**config.mk**
```make
export PLATFORM = sky130hd
export DESIGN_NAME = lc4_muldiv_unit_flat
export DESIGN_NICKNAME = d
export VERILOG_FILES = /design/src/rtl/lc4_muldiv_pkg.sv /design/src/rtl/lc4_muldiv_unit_if.sv /design/src/rtl/lc4_div_step.sv /design/src/rtl/lc4_muldiv_unit.sv /design/src/flat_wrapper.sv
export SDC_FILE = /design/constraint.sdc
export NUM_CORES = 1
export LEC_CHECK = 0
export ABC_AREA = 1
export BUFFER_PORTS_ARGS = -buffer_cell sky130_fd_sc_hd__buf_4
export CAP_MARGIN = 20
export CORE_ASPECT_RATIO = 1.25
export CORE_MARGIN = 2
export CORE_UTILIZATION = 60
export CTS_BUF_LIST = sky130_fd_sc_hd__clkbuf_8
export DETAILED_ROUTE_END_ITERATION = 16
export GPL_TIMING_DRIVEN = 1
export HOLD_SLACK_MARGIN = 0.08
export PLACE_DENSITY = 0.8
export RECOVER_POWER = 100
export SLEW_MARGIN = 10
export SYNTH_ARGS = -nofsm -noshare
export SYNTH_HDL_FRONTEND = slang
export SYNTH_SLANG_ARGS = --single-unit
```
**constraint.sdc**
```tcl
create_clock -name clk -period 4.1 [get_ports clk]
set_input_delay 0.615 -clock clk [delete_from_list [all_inputs] [get_ports clk]]
set_output_delay 0.615 -clock clk [all_outputs]
set_load 0.005 [all_outputs]
```
**src/rtl/lc4_muldiv_pkg.sv**
```systemverilog
// Shared encodings for the LC4 multi-cycle multiply/divide/modulo unit.
package lc4_muldiv_pkg;

    typedef enum logic [1:0] {
        OP_MUL  = 2'b00,
        OP_DIV  = 2'b01,
        OP_MOD  = 2'b10,
        OP_RSVD = 2'b11
    } op_e;

    typedef enum logic [1:0] {
        S_IDLE = 2'b00,
        S_BUSY = 2'b01,
        S_DONE = 2'b10
    } state_e;

endpackage

```
**src/rtl/lc4_muldiv_unit_if.sv**
```systemverilog
// Request/response handshake bundle between the execute stage and the mul/div unit.
interface lc4_muldiv_unit_if #(
    parameter int unsigned WIDTH = 16,
    parameter int unsigned TAG_W = 4
);
    logic             i_valid;
    logic             o_ready;
    logic [1:0]       i_op;
    logic [WIDTH-1:0] i_a;
    logic [WIDTH-1:0] i_b;
    logic [TAG_W-1:0] i_tag;
    logic             i_flush;
    logic             o_valid;
    logic             i_ready;
    logic [WIDTH-1:0] o_result;
    logic [TAG_W-1:0] o_tag;

    modport master (
        output i_valid, i_op, i_a, i_b, i_tag, i_flush, i_ready,
        input  o_ready, o_valid, o_result, o_tag
    );

    modport slave (
        input  i_valid, i_op, i_a, i_b, i_tag, i_flush, i_ready,
        output o_ready, o_valid, o_result, o_tag
    );
endinterface

```
**src/rtl/lc4_div_step.sv**
```systemverilog
// One restoring-division iteration: shift in the next dividend bit, trial-subtract the divisor.
module lc4_div_step #(
    parameter int unsigned WIDTH = 16
) (
    input  logic [WIDTH-1:0] rem,
    input  logic             dbit,
    input  logic [WIDTH-1:0] divisor,
    output logic [WIDTH-1:0] rem_c,
    output logic             q_c
);
    logic [WIDTH:0]   trial;
    logic [WIDTH-1:0] diff;

    // The trial value is one bit wider than rem so a remainder with its MSB set still compares correctly.
    always_comb begin
        trial = {rem, dbit};
        diff  = trial[WIDTH-1:0] - divisor;
        q_c   = (trial >= {1'b0, divisor});
        rem_c = q_c ? diff : trial[WIDTH-1:0];
    end
endmodule

```
**src/rtl/lc4_muldiv_unit.sv**
```systemverilog
// Iterative one-bit-per-cycle MUL/DIV/MOD unit with tagged valid/ready request and response.
module lc4_muldiv_unit
    import lc4_muldiv_pkg::*;
#(
    parameter int unsigned WIDTH = 16,
    parameter int unsigned TAG_W = 4
) (
    input  logic              clk,
    input  logic              rst_n,
    lc4_muldiv_unit_if.slave  bus
);
    localparam int unsigned CNT_W = $clog2(WIDTH + 1);

    state_e           state_q, state_d;
    op_e              op_q, op_d;
    logic [WIDTH-1:0] a_q, a_d;
    logic [WIDTH-1:0] b_q, b_d;
    logic [WIDTH-1:0] acc_q, acc_d;
    logic [CNT_W-1:0] cnt_q, cnt_d;
    logic [TAG_W-1:0] tag_q, tag_d;
    logic             zero_q, zero_d;
    logic             o_ready_q, o_valid_q;
    logic [WIDTH-1:0] o_result_q, o_result_d;
    logic [TAG_W-1:0] o_tag_q, o_tag_d;

    logic             accept;
    logic             last;
    logic             early;
    logic [WIDTH-1:0] div_rem;
    logic             div_q;

    assign accept = bus.i_valid && o_ready_q && !bus.i_flush;
    assign last   = (cnt_q == CNT_W'(1));
    assign early  = (bus.i_op == 2'(OP_RSVD)) ||
                    ((bus.i_op != 2'(OP_MUL)) && (bus.i_b == '0));

    lc4_div_step #(.WIDTH(WIDTH)) u_div_step (
        .rem     (acc_q),
        .dbit    (a_q[WIDTH-1]),
        .divisor (b_q),
        .rem_c   (div_rem),
        .q_c     (div_q)
    );

    // State and datapath registers
    always_ff @(posedge clk or negedge rst_n) begin
        if (!rst_n) begin
            state_q    <= S_IDLE;
            op_q       <= OP_MUL;
            a_q        <= '0;
            b_q        <= '0;
            acc_q      <= '0;
            cnt_q      <= '0;
            tag_q      <= '0;
            zero_q     <= 1'b0;
            o_ready_q  <= 1'b1;
            o_valid_q  <= 1'b0;
            o_result_q <= '0;
            o_tag_q    <= '0;
        end else begin
            state_q    <= state_d;
            op_q       <= op_d;
            a_q        <= a_d;
            b_q        <= b_d;
            acc_q      <= acc_d;
            cnt_q      <= cnt_d;
            tag_q      <= tag_d;
            zero_q     <= zero_d;
            o_ready_q  <= (state_d == S_IDLE);
            o_valid_q  <= (state_d == S_DONE);
            o_result_q <= o_result_d;
            o_tag_q    <= o_tag_d;
        end
    end

    // Next-state logic; flush overrides every transition
    always_comb begin
        state_d = state_q;
        if (bus.i_flush) begin
            state_d = S_IDLE;
        end else begin
            unique case (state_q)
                S_IDLE:  if (accept)      state_d = S_BUSY;
                S_BUSY:  if (last)        state_d = S_DONE;
                S_DONE:  if (bus.i_ready) state_d = S_IDLE;
                default:                  state_d = S_IDLE;
            endcase
        end
    end

    // Datapath and output next values
    always_comb begin
        op_d       = op_q;
        a_d        = a_q;
        b_d        = b_q;
        acc_d      = acc_q;
        cnt_d      = cnt_q;
        tag_d      = tag_q;
        zero_d     = zero_q;
        o_result_d = o_result_q;
        o_tag_d    = o_tag_q;
        if (state_q == S_IDLE && accept) begin
            op_d   = op_e'(bus.i_op);
            a_d    = bus.i_a;
            b_d    = bus.i_b;
            acc_d  = '0;
            tag_d  = bus.i_tag;
            zero_d = early;
            // Early-out ops take a single step so their response lands one edge after accept.
            cnt_d  = early ? CNT_W'(1) : CNT_W'(WIDTH);
        end else if (state_q == S_BUSY) begin
            cnt_d = cnt_q - CNT_W'(1);
            if (op_q == OP_MUL) begin
                if (b_q[0]) acc_d = acc_q + a_q;
                a_d = a_q << 1;
                b_d = b_q >> 1;
            end else begin
                acc_d = div_rem;
                a_d   = {a_q[WIDTH-2:0], div_q};
            end
            if (last && !bus.i_flush) begin
                if (zero_q)              o_result_d = '0;
                else if (op_q == OP_DIV) o_result_d = a_d;
                else                     o_result_d = acc_d;
                o_tag_d = tag_q;
            end
        end
    end

    assign bus.o_ready  = o_ready_q;
    assign bus.o_valid  = o_valid_q;
    assign bus.o_result = o_result_q;
    assign bus.o_tag    = o_tag_q;
endmodule

```
**src/flat_wrapper.sv**
```systemverilog
// flat-port wrapper written by rule: the top's interface ports become plain ports
module lc4_muldiv_unit_flat import lc4_muldiv_pkg::*;
#(
    parameter int unsigned WIDTH = 16,
    parameter int unsigned TAG_W = 4
)
  (clk, rst_n, bus_i_valid, bus_i_op, bus_i_a, bus_i_b, bus_i_tag, bus_i_flush, bus_i_ready, bus_o_ready, bus_o_valid, bus_o_result, bus_o_tag);
  lc4_muldiv_unit_if #(.WIDTH(WIDTH), .TAG_W(TAG_W)) bus_i ();
  input  logic clk;
  input  logic rst_n;
  input wire logic [$bits(bus_i.i_valid)-1:0] bus_i_valid;
  input wire logic [$bits(bus_i.i_op)-1:0] bus_i_op;
  input wire logic [$bits(bus_i.i_a)-1:0] bus_i_a;
  input wire logic [$bits(bus_i.i_b)-1:0] bus_i_b;
  input wire logic [$bits(bus_i.i_tag)-1:0] bus_i_tag;
  input wire logic [$bits(bus_i.i_flush)-1:0] bus_i_flush;
  input wire logic [$bits(bus_i.i_ready)-1:0] bus_i_ready;
  output wire logic [$bits(bus_i.o_ready)-1:0] bus_o_ready;
  output wire logic [$bits(bus_i.o_valid)-1:0] bus_o_valid;
  output wire logic [$bits(bus_i.o_result)-1:0] bus_o_result;
  output wire logic [$bits(bus_i.o_tag)-1:0] bus_o_tag;
  assign bus_i.i_valid = bus_i_valid;
  assign bus_i.i_op = bus_i_op;
  assign bus_i.i_a = bus_i_a;
  assign bus_i.i_b = bus_i_b;
  assign bus_i.i_tag = bus_i_tag;
  assign bus_i.i_flush = bus_i_flush;
  assign bus_i.i_ready = bus_i_ready;
  assign bus_o_ready = bus_i.o_ready;
  assign bus_o_valid = bus_i.o_valid;
  assign bus_o_result = bus_i.o_result;
  assign bus_o_tag = bus_i.o_tag;
  lc4_muldiv_unit #(.WIDTH(WIDTH), .TAG_W(TAG_W)) u_core (.clk(clk), .rst_n(rst_n), .bus(bus_i));
endmodule
```
==> results of run 1 <==
## per-stage QoR
step                cells  hold WS, ps  setup WS (ps)  area [um^2]
global placement     1069          466           1360         6680
finish               1086          427            957         6860
global route         1086          435            798         6860
floorplan             898          319           2130         6130
CTS                  1085          418           1350         6900
detailed placement   1069          466           1380         6680
## path summary, 6_finish.rpt
check / endpoint / slack, ps / cells after the start
min in group asynchronous: u_core.bus.o_tag[2] / 590 / 1
min reg2reg: u_core.bus.o_result[3] / 490 / 2
max: u_core.cnt_q[4] / 960 / 7
max in group asynchronous: u_core.bus.o_result[6] / 1420 / 2
min: u_core.bus.o_valid / 430 / 2
max reg2reg: u_core.cnt_q[4] / 960 / 7
## metal layers
layer | vias to the layer above | global-route usage (%) | part of all wire (%)
met5 | - | 0 | 0
met4 | 0 | 14.4 | 3.6
met3 | 53 | 5.31 | 6.6
met2 | 253 | 53.3 | 46
met1 | 2784 | 43.4 | 44
li1 | 2996 | - | -
## state kept, by name (all words and copies together) (netlist names), 2 cells and up
register and flops:
u_core.a_q 16, u_core.acc_q 16, u_core.b_q 16, u_core.bus.o_result 16
u_core.bus.o_tag 4, u_core.cnt_q 5, u_core.op_q 2, u_core.state_q 2
u_core.tag_q 4
## power by group
| part | internal [mW] | leakage (nW) | switching (mW) | total (mW) |
|---|---|---|---|---|
| Sequential | 1.17 | 1.08 | 0.333 | 1.51 |
| Clock | 0.350 | 0.114 | 0.339 | 0.689 |
| Combinational | 1.33 | 2.64 | 2.54 | 3.88 |
## worst register-to-register path: stages (launching register included)
cell and delay (ps):
dfrtp_1 410, nand2_1 80, buf_4 340, inv_1 290, nor2_1 660, inv_1 700, o211ai_1 330, o21ai_0 160
## layout by cell type (no fill, tap or decap), drive strengths merged
| cell type | instances |
|---|---|
| o22ai | 5 |
| a22oi | 1 |
| nand3 | 63 |
| nor4 | 3 |
| clkbuf | 35 |
| a21oi | 44 |
| o21ai | 38 |
| o41ai | 2 |
| nor3 | 5 |
| nor2 | 42 |
| nand3b | 5 |
| o221ai | 31 |
| fa | 2 |
| inv | 145 |
| nand4 | 8 |
| dfstp | 1 |
| buf | 43 |
| dfrtp | 83 |
| and2 | 7 |
| o21bai | 1 |
| bufinv | 2 |
| xnor2 | 5 |
| clkinv | 1 |
| nand2 | 339 |
| xor2 | 7 |
| ha | 33 |
| o211ai | 4 |
| or2 | 1 |
| clkinvlp | 1 |
## cell families (layout without fill, tap and decap cells)
| family | count (synthesis) | after routing | share of synthesized area, % |
|---|---|---|---|
| XOR/XNOR | 12 | 12 | 1.71 |
| adder cells (fa/ha/maj) | 35 | 35 | 7.38 |
| AND/OR/NAND/NOR | 473 | 473 | 32.9 |
| flip-flops | 84 | 84 | 34.3 |
| buffers and inverters | 168 | 227 | 10.8 |
| AO/OA/AOI/OAI | 126 | 126 | 12.9 |
## area by class of cell
cell class	count	share of cell area, %
Multi-Input combinational cell	646	48.7
Inverter	142	7.77
Clock buffer	9	1.81
Timing Repair Buffer	69	7.24
Tap cell	129	2.35
Sequential cell	84	30.7
Clock inverter	7	1.46
==> metrics.txt, run 1 <==
# TYPE chip_impl_metric gauge
chip_impl_info{name="run_status",value="finished with violations"} 1
chip_impl_info{name="violated_checks",value="max-capacitance violations, max-slew violations"} 1
chip_impl_metric{name="crit_arrival",unit="ps"} 3340
chip_impl_metric{name="route.vias.total",unit=""} 6086
chip_impl_metric{name="power.density",unit="mW/mm^2"} 885
chip_impl_metric{name="io_pins",unit=""} 65
chip_impl_metric{name="synth.lib_cells_used.distinct",unit=""} 40
chip_impl_metric{name="max_cap_viol_count",unit=""} 2
chip_impl_info{name="synthFlopType",value="dfrtp_1"} 1
chip_impl_metric{name="finalCritPeriodShare",unit="%"} 76.6
chip_impl_info{name="hold_path_startpoint",value="bus_i_ready"} 1
chip_impl_metric{name="worstPathMaxFanout",unit=""} 31
chip_impl_info{name="crit_path_end_kind",value="flip-flop"} 1
chip_impl_metric{name="synth_cells",unit=""} 898
chip_impl_metric{name="drt_iter0_drc",unit=""} 464
chip_impl_metric{name="finalCriticalPeriod",unit="ps"} 3140
chip_impl_metric{name="port_buffers",unit=""} 64
chip_impl_metric{name="totalWireLength",unit="mm"} 17.4
chip_impl_metric{name="total_area_of_multi_input_combinational_cells",unit="mm^2"} 0.00334
chip_impl_metric{name="avg_inst_size_synth",unit="um^2"} 6.83
chip_impl_info{name="worst_r2r_startpoint",value="u_core.state_q[0]"} 1
chip_impl_info{name="clock_root_buffer_master",value="clkbuf_8"} 1
chip_impl_metric{name="remaining_drc_errors",unit=""} 0
chip_impl_metric{name="endpoints_failing_setup",unit=""} 0
chip_impl_metric{name="critPathBufInv",unit=""} 3
chip_impl_info{name="synth.top_cells.by_count",value="nand2_1, inv_1, dfrtp_1"} 1
chip_impl_metric{name="antenna_cells_inserted",unit=""} 0
chip_impl_metric{name="cp_data_required_time",unit="ps"} 4300
chip_impl_metric{name="synth_largest_type_area_fraction",unit="%"} 33.9
chip_impl_info{name="worstSetupStartpointType",value="flip-flop"} 1
chip_impl_metric{name="synth_enable_flop_cells",unit=""} 0
chip_impl_metric{name="grt.total_usage",unit="%"} 32.7
chip_impl_info{name="crit_type",value="reg2reg"} 1
chip_impl_metric{name="gp_routability_congestion",unit=""} 0.964
chip_impl_metric{name="cts.path.max_buffers",unit=""} 2
chip_impl_metric{name="hold_violations",unit=""} 0
chip_impl_metric{name="power_leakage",unit="nW"} 3.83
chip_impl_metric{name="antenna_found_initial",unit=""} 0
chip_impl_metric{name="post_route_utilization",unit="%"} 68.6
chip_impl_info{name="cp_common_cell",value="inv_1"} 1
chip_impl_metric{name="tritoncts.num_buffers",unit=""} 9
chip_impl_metric{name="die_height",unit="um"} 117
chip_impl_metric{name="worst_margin_slew",unit="ps"} 1550
chip_impl_metric{name="nFillCells",unit=""} 904
chip_impl_metric{name="detail_route.vias_per_cell",unit=""} 5.60
chip_impl_info{name="tritoncts_clock_tree",value="done"} 1
chip_impl_metric{name="mappedNetlistNets",unit=""} 976
chip_impl_metric{name="fp.dieArea",unit="mm^2"} 0.0111
chip_impl_info{name="crit_path_start",value="u_core.state_q[0]"} 1
chip_impl_metric{name="synth.ff_latch_count",unit=""} 84
chip_impl_metric{name="initial_core_util",unit="%"} 61.3
chip_impl_info{name="rsz_0062_raised_after_global_routing",value="no"} 1
chip_impl_metric{name="achievable_clock_frequency",unit="MHz"} 318
chip_impl_metric{name="drt_pre_antenna_iters",unit=""} 5
chip_impl_metric{name="ir_drop",unit="mV"} 0.483
chip_impl_metric{name="grt_first_pass_wirelength",unit="mm"} 27.8
chip_impl_info{name="yosys.area.top_type",value="dfrtp_1"} 1
chip_impl_metric{name="fraction_of_final_layout_cells_sized_beyond_drive_strength_1",unit="%"} 10.4
chip_impl_metric{name="crit_path_max_incr_delay",unit="ps"} 700
chip_impl_metric{name="cts-hold-fix-buffers",unit=""} 0
chip_impl_metric{name="relSlewSlack",unit="%"} -3.20
chip_impl_metric{name="totalPowerFinal",unit="mW"} 6.07
chip_impl_metric{name="floorplan.core_area",unit="mm^2"} 0.0100
chip_impl_metric{name="maxSlewViolCount",unit=""} 67
chip_impl_metric{name="route.detailed.wl_per_inst",unit="um"} 16.0
chip_impl_metric{name="clock_sinks",unit=""} 84
chip_impl_metric{name="first_global_vias",unit=""} 5694
chip_impl_metric{name="grt.overflow.total",unit=""} 0
chip_impl_metric{name="h-tree-depth",unit=""} 3
chip_impl_metric{name="dp_hpwl",unit="mm"} 13.3
chip_impl_metric{name="post-cts-setup-buffers",unit=""} 0
chip_impl_info{name="path_cells",value="nand2_1 -> buf_4 -> inv_1 -> nor2_1 -> inv_1 -> o211ai_1 -> o21ai_0"} 1
chip_impl_metric{name="design.final.nets",unit=""} 1030
chip_impl_metric{name="clk_transition_reported_paths",unit="ps"} 90
chip_impl_metric{name="syn2layout_area_growth",unit="%"} 11.8
chip_impl_metric{name="skew",unit="ps"} 13.9
chip_impl_metric{name="setup_tns",unit="ps"} 0
chip_impl_info{name="path_type_of_the_worst_min_delay_path",value="in2reg"} 1
chip_impl_metric{name="rows",unit=""} 41
chip_impl_metric{name="seq_total_area_yosys",unit="%"} 34.3
chip_impl_metric{name="mappedNetlistArea",unit="mm^2"} 0.00613
chip_impl_metric{name="async_reset_ff_share",unit="%"} 100
chip_impl_metric{name="final-seq-area",unit="mm^2"} 0.00210
chip_impl_metric{name="clk_latency",unit="ps"} 370
chip_impl_info{name="critical_path.slowest_cell",value="inv_1"} 1
chip_impl_metric{name="yosysWarnings",unit=""} 0
chip_impl_info{name="crit_family",value="buffers and inverters"} 1
chip_impl_metric{name="cts.repair.resized",unit=""} 0
chip_impl_metric{name="largest_net_degree_at_the_start_of_global_routing",unit=""} 85
chip_impl_metric{name="drt.antenna.violating_nets",unit=""} 0
chip_impl_metric{name="chipWidth",unit="um"} 94.4
chip_impl_info{name="synth_area_leaders",value="dfrtp_1, nand2_1, inv_1, ha_1, nand3_1"} 1
chip_impl_info{name="post-synth-top-count-cell",value="nand2_1"} 1
(Power assumes the default switching activity.)
==> run 2: changes to the inputs <==
--- a/config.mk
+++ b/config.mk
@@ -10,12 +10,12 @@
 export CAP_MARGIN = 20
 export CORE_ASPECT_RATIO = 1.25
 export CORE_MARGIN = 2
-export CORE_UTILIZATION = 60
+export CORE_UTILIZATION = 56
 export CTS_BUF_LIST = sky130_fd_sc_hd__clkbuf_8
 export DETAILED_ROUTE_END_ITERATION = 16
 export GPL_TIMING_DRIVEN = 1
 export HOLD_SLACK_MARGIN = 0.08
-export PLACE_DENSITY = 0.8
+export PLACE_DENSITY = 0.79
 export RECOVER_POWER = 100
 export SLEW_MARGIN = 10
 export SYNTH_ARGS = -nofsm -noshare
==> constraint.sdc (replaced) <==
create_clock -name clk -period 2.8 [get_ports clk]
set_input_delay 0.42 -clock clk [delete_from_list [all_inputs] [get_ports clk]]
set_output_delay 0.42 -clock clk [all_outputs]
set_load 0.005 [all_outputs]
==> metrics.txt, run 2 (synthesis gave the netlist of run 1 again) <==
# TYPE chip_impl_metric gauge
chip_impl_info{name="run_status",value="complete, no violations"} 1
chip_impl_metric{name="worst_margin_slew",unit="ps"} 1270
chip_impl_metric{name="grt.overflow.total",unit=""} 0
chip_impl_info{name="worst_r2r_startpoint",value="u_core.op_q[0]"} 1
chip_impl_metric{name="post-cts-setup-buffers",unit=""} 0
chip_impl_metric{name="port_buffers",unit=""} 64
chip_impl_metric{name="grt.total_usage",unit="%"} 30.7
chip_impl_metric{name="maxSlewViolCount",unit=""} 0
chip_impl_info{name="crit_path_start",value="u_core.op_q[0]"} 1
chip_impl_metric{name="route.vias.total",unit=""} 6033
chip_impl_info{name="crit_end",value="u_core.b_q[1]"} 1
chip_impl_metric{name="finalCritPeriodShare",unit="%"} 90.4
chip_impl_metric{name="tritoncts.num_buffers",unit=""} 9
chip_impl_metric{name="fraction_of_final_layout_cells_sized_beyond_drive_strength_1",unit="%"} 11.0
chip_impl_metric{name="achievable_clock_frequency",unit="MHz"} 395
chip_impl_metric{name="endpoints_failing_setup",unit=""} 0
chip_impl_info{name="crit_type",value="reg2reg"} 1
chip_impl_metric{name="largest_net_degree_at_the_start_of_global_routing",unit=""} 49
chip_impl_metric{name="first_global_vias",unit=""} 5872
chip_impl_metric{name="initial_core_util",unit="%"} 57.8
chip_impl_info{name="path_type_of_the_worst_min_delay_path",value="in2reg"} 1
chip_impl_metric{name="fp.dieArea",unit="mm^2"} 0.0118
chip_impl_info{name="clock_root_buffer_master",value="clkbuf_8"} 1
chip_impl_metric{name="design.final.nets",unit=""} 1039
chip_impl_metric{name="chipWidth",unit="um"} 97.6
chip_impl_info{name="rsz_0062_raised_after_global_routing",value="no"} 1
chip_impl_metric{name="drt_iter0_drc",unit=""} 498
chip_impl_metric{name="grt_first_pass_wirelength",unit="mm"} 28.9
chip_impl_metric{name="power_leakage",unit="nW"} 3.86
chip_impl_metric{name="cp_data_required_time",unit="ps"} 3030
chip_impl_metric{name="h-tree-depth",unit=""} 3
chip_impl_metric{name="cts-hold-fix-buffers",unit=""} 0
chip_impl_metric{name="route.detailed.wl_per_inst",unit="um"} 16.0
chip_impl_metric{name="gp_routability_congestion",unit=""} 0.920
chip_impl_metric{name="rows",unit=""} 42
chip_impl_info{name="layout.cells.most_common_list",value="nand2_1, inv_1, dfrtp_1"} 1
chip_impl_metric{name="syn2layout_area_growth",unit="%"} 12.8
chip_impl_metric{name="clk_transition_reported_paths",unit="ps"} 90
chip_impl_info{name="crit_path_end_kind",value="flip-flop"} 1
chip_impl_metric{name="cts.repair.resized",unit=""} 0
chip_impl_metric{name="detail_route.vias_per_cell",unit=""} 5.50
chip_impl_metric{name="antenna_found_initial",unit=""} 0
chip_impl_metric{name="cts.path.max_buffers",unit=""} 2
chip_impl_metric{name="relSlewSlack",unit="%"} 15.2
chip_impl_info{name="mostFrequentLayoutCell",value="nand2_1"} 1
chip_impl_metric{name="totalWireLength",unit="mm"} 17.5
chip_impl_info{name="crit-reg2reg-capture",value="u_core.b_q[1]"} 1
chip_impl_metric{name="drt.antenna.violating_nets",unit=""} 0
chip_impl_info{name="worstSetupStartpointType",value="flip-flop"} 1
chip_impl_metric{name="rr_worst_depth",unit=""} 10
chip_impl_metric{name="die_height",unit="um"} 121
chip_impl_info{name="tritoncts_clock_tree",value="done"} 1
chip_impl_metric{name="power.density",unit="mW/mm^2"} 1290
chip_impl_metric{name="regToRegSetupSlack",unit="ps"} 270
chip_impl_metric{name="skew",unit="ps"} 16.8
chip_impl_metric{name="antenna_cells_inserted",unit=""} 0
chip_impl_metric{name="finalCriticalPeriod",unit="ps"} 2530
chip_impl_metric{name="totalPowerFinal",unit="mW"} 8.91
chip_impl_metric{name="setup_tns",unit="ps"} 0
chip_impl_metric{name="clk_latency",unit="ps"} 380
chip_impl_metric{name="floorplan.core_area",unit="mm^2"} 0.0106
chip_impl_metric{name="ir_drop",unit="mV"} 0.578
chip_impl_metric{name="max_cap_viol_count",unit=""} 0
chip_impl_metric{name="dp_hpwl",unit="mm"} 13.4
chip_impl_metric{name="crit_arrival",unit="ps"} 2760
chip_impl_metric{name="remaining_drc_errors",unit=""} 0
chip_impl_metric{name="io_pins",unit=""} 65
chip_impl_metric{name="drt_pre_antenna_iters",unit=""} 5
chip_impl_metric{name="hold_violations",unit=""} 0
chip_impl_metric{name="clock_sinks",unit=""} 84
chip_impl_metric{name="worstPathMaxFanout",unit=""} 19
## run 2: worst max-delay path, stage by stage, from the launching register on
cell and delay, ps:
dfrtp_1 410, nor2_1 100, clkbuf_1 320, inv_1 400, nor2_1 180, inv_1 80
nand2_1 60, clkbuf_1 440, inv_1 190, nand2_1 100, o221ai_1 100
## run 2: power breakdown
part           leakage [nW]  switching [mW]  internal (mW)
clock                 0.108           0.493          0.510
sequential             1.08           0.425           1.72
combinational          2.67            3.77           2.00
## run 2: final cells by class
class | count | area [um^2]
multi-input cells | 646 | 3350
clock inverters | 6 | 96.3
flip-flops and latches | 84 | 2100
well taps | 132 | 165
clock buffers | 9 | 124
inverters | 142 | 533
repair buffers | 78 | 551
fillers | 1010 | 3690
## run 2: metal layers
| layer | global-route usage [%] | share of wire (%) |
|---|---|---|
| met1 | 39.9 | 43 |
| met2 | 52.4 | 47 |
| met3 | 4.72 | 7.0 |
| met4 | 10.9 | 3.3 |
| met5 | 0 | 0 |
## run 2: through the flow
step | setup WS [ps] | instance area (um^2) | hold WS, ps | cells | util (%)
5_1_grt | 74.3 | 6920 | 241 | 1097 | 65.2
3_5_place_dp | 317 | 6750 | 462 | 1082 | 63.6
4_1_cts | 305 | 6970 | 85.0 | 1097 | 65.7
6_report | 268 | 6920 | 236 | 1097 | 65.2
2_1_floorplan | 832 | 6130 | 124 | 898 | -
3_3_place_gp | 310 | 6750 | 466 | 1082 | 63.6
## run 2: how the worst min path moves through the flow
stage	cells after the start	slack [ps]	end	from
after detailed placement	2	460	u_core.bus.o_tag[3]	u_core.tag_q[3]
after global placement	2	470	u_core.bus.o_result[11]	u_core.bus.o_result[11]
after global routing	2	240	u_core.bus.o_valid	bus_i_ready
after CTS	1	80	u_core.tag_q[2]	rst_n
after floorplan	0	120	u_core.a_q[0]	rst_n
final	2	240	u_core.bus.o_valid	bus_i_ready
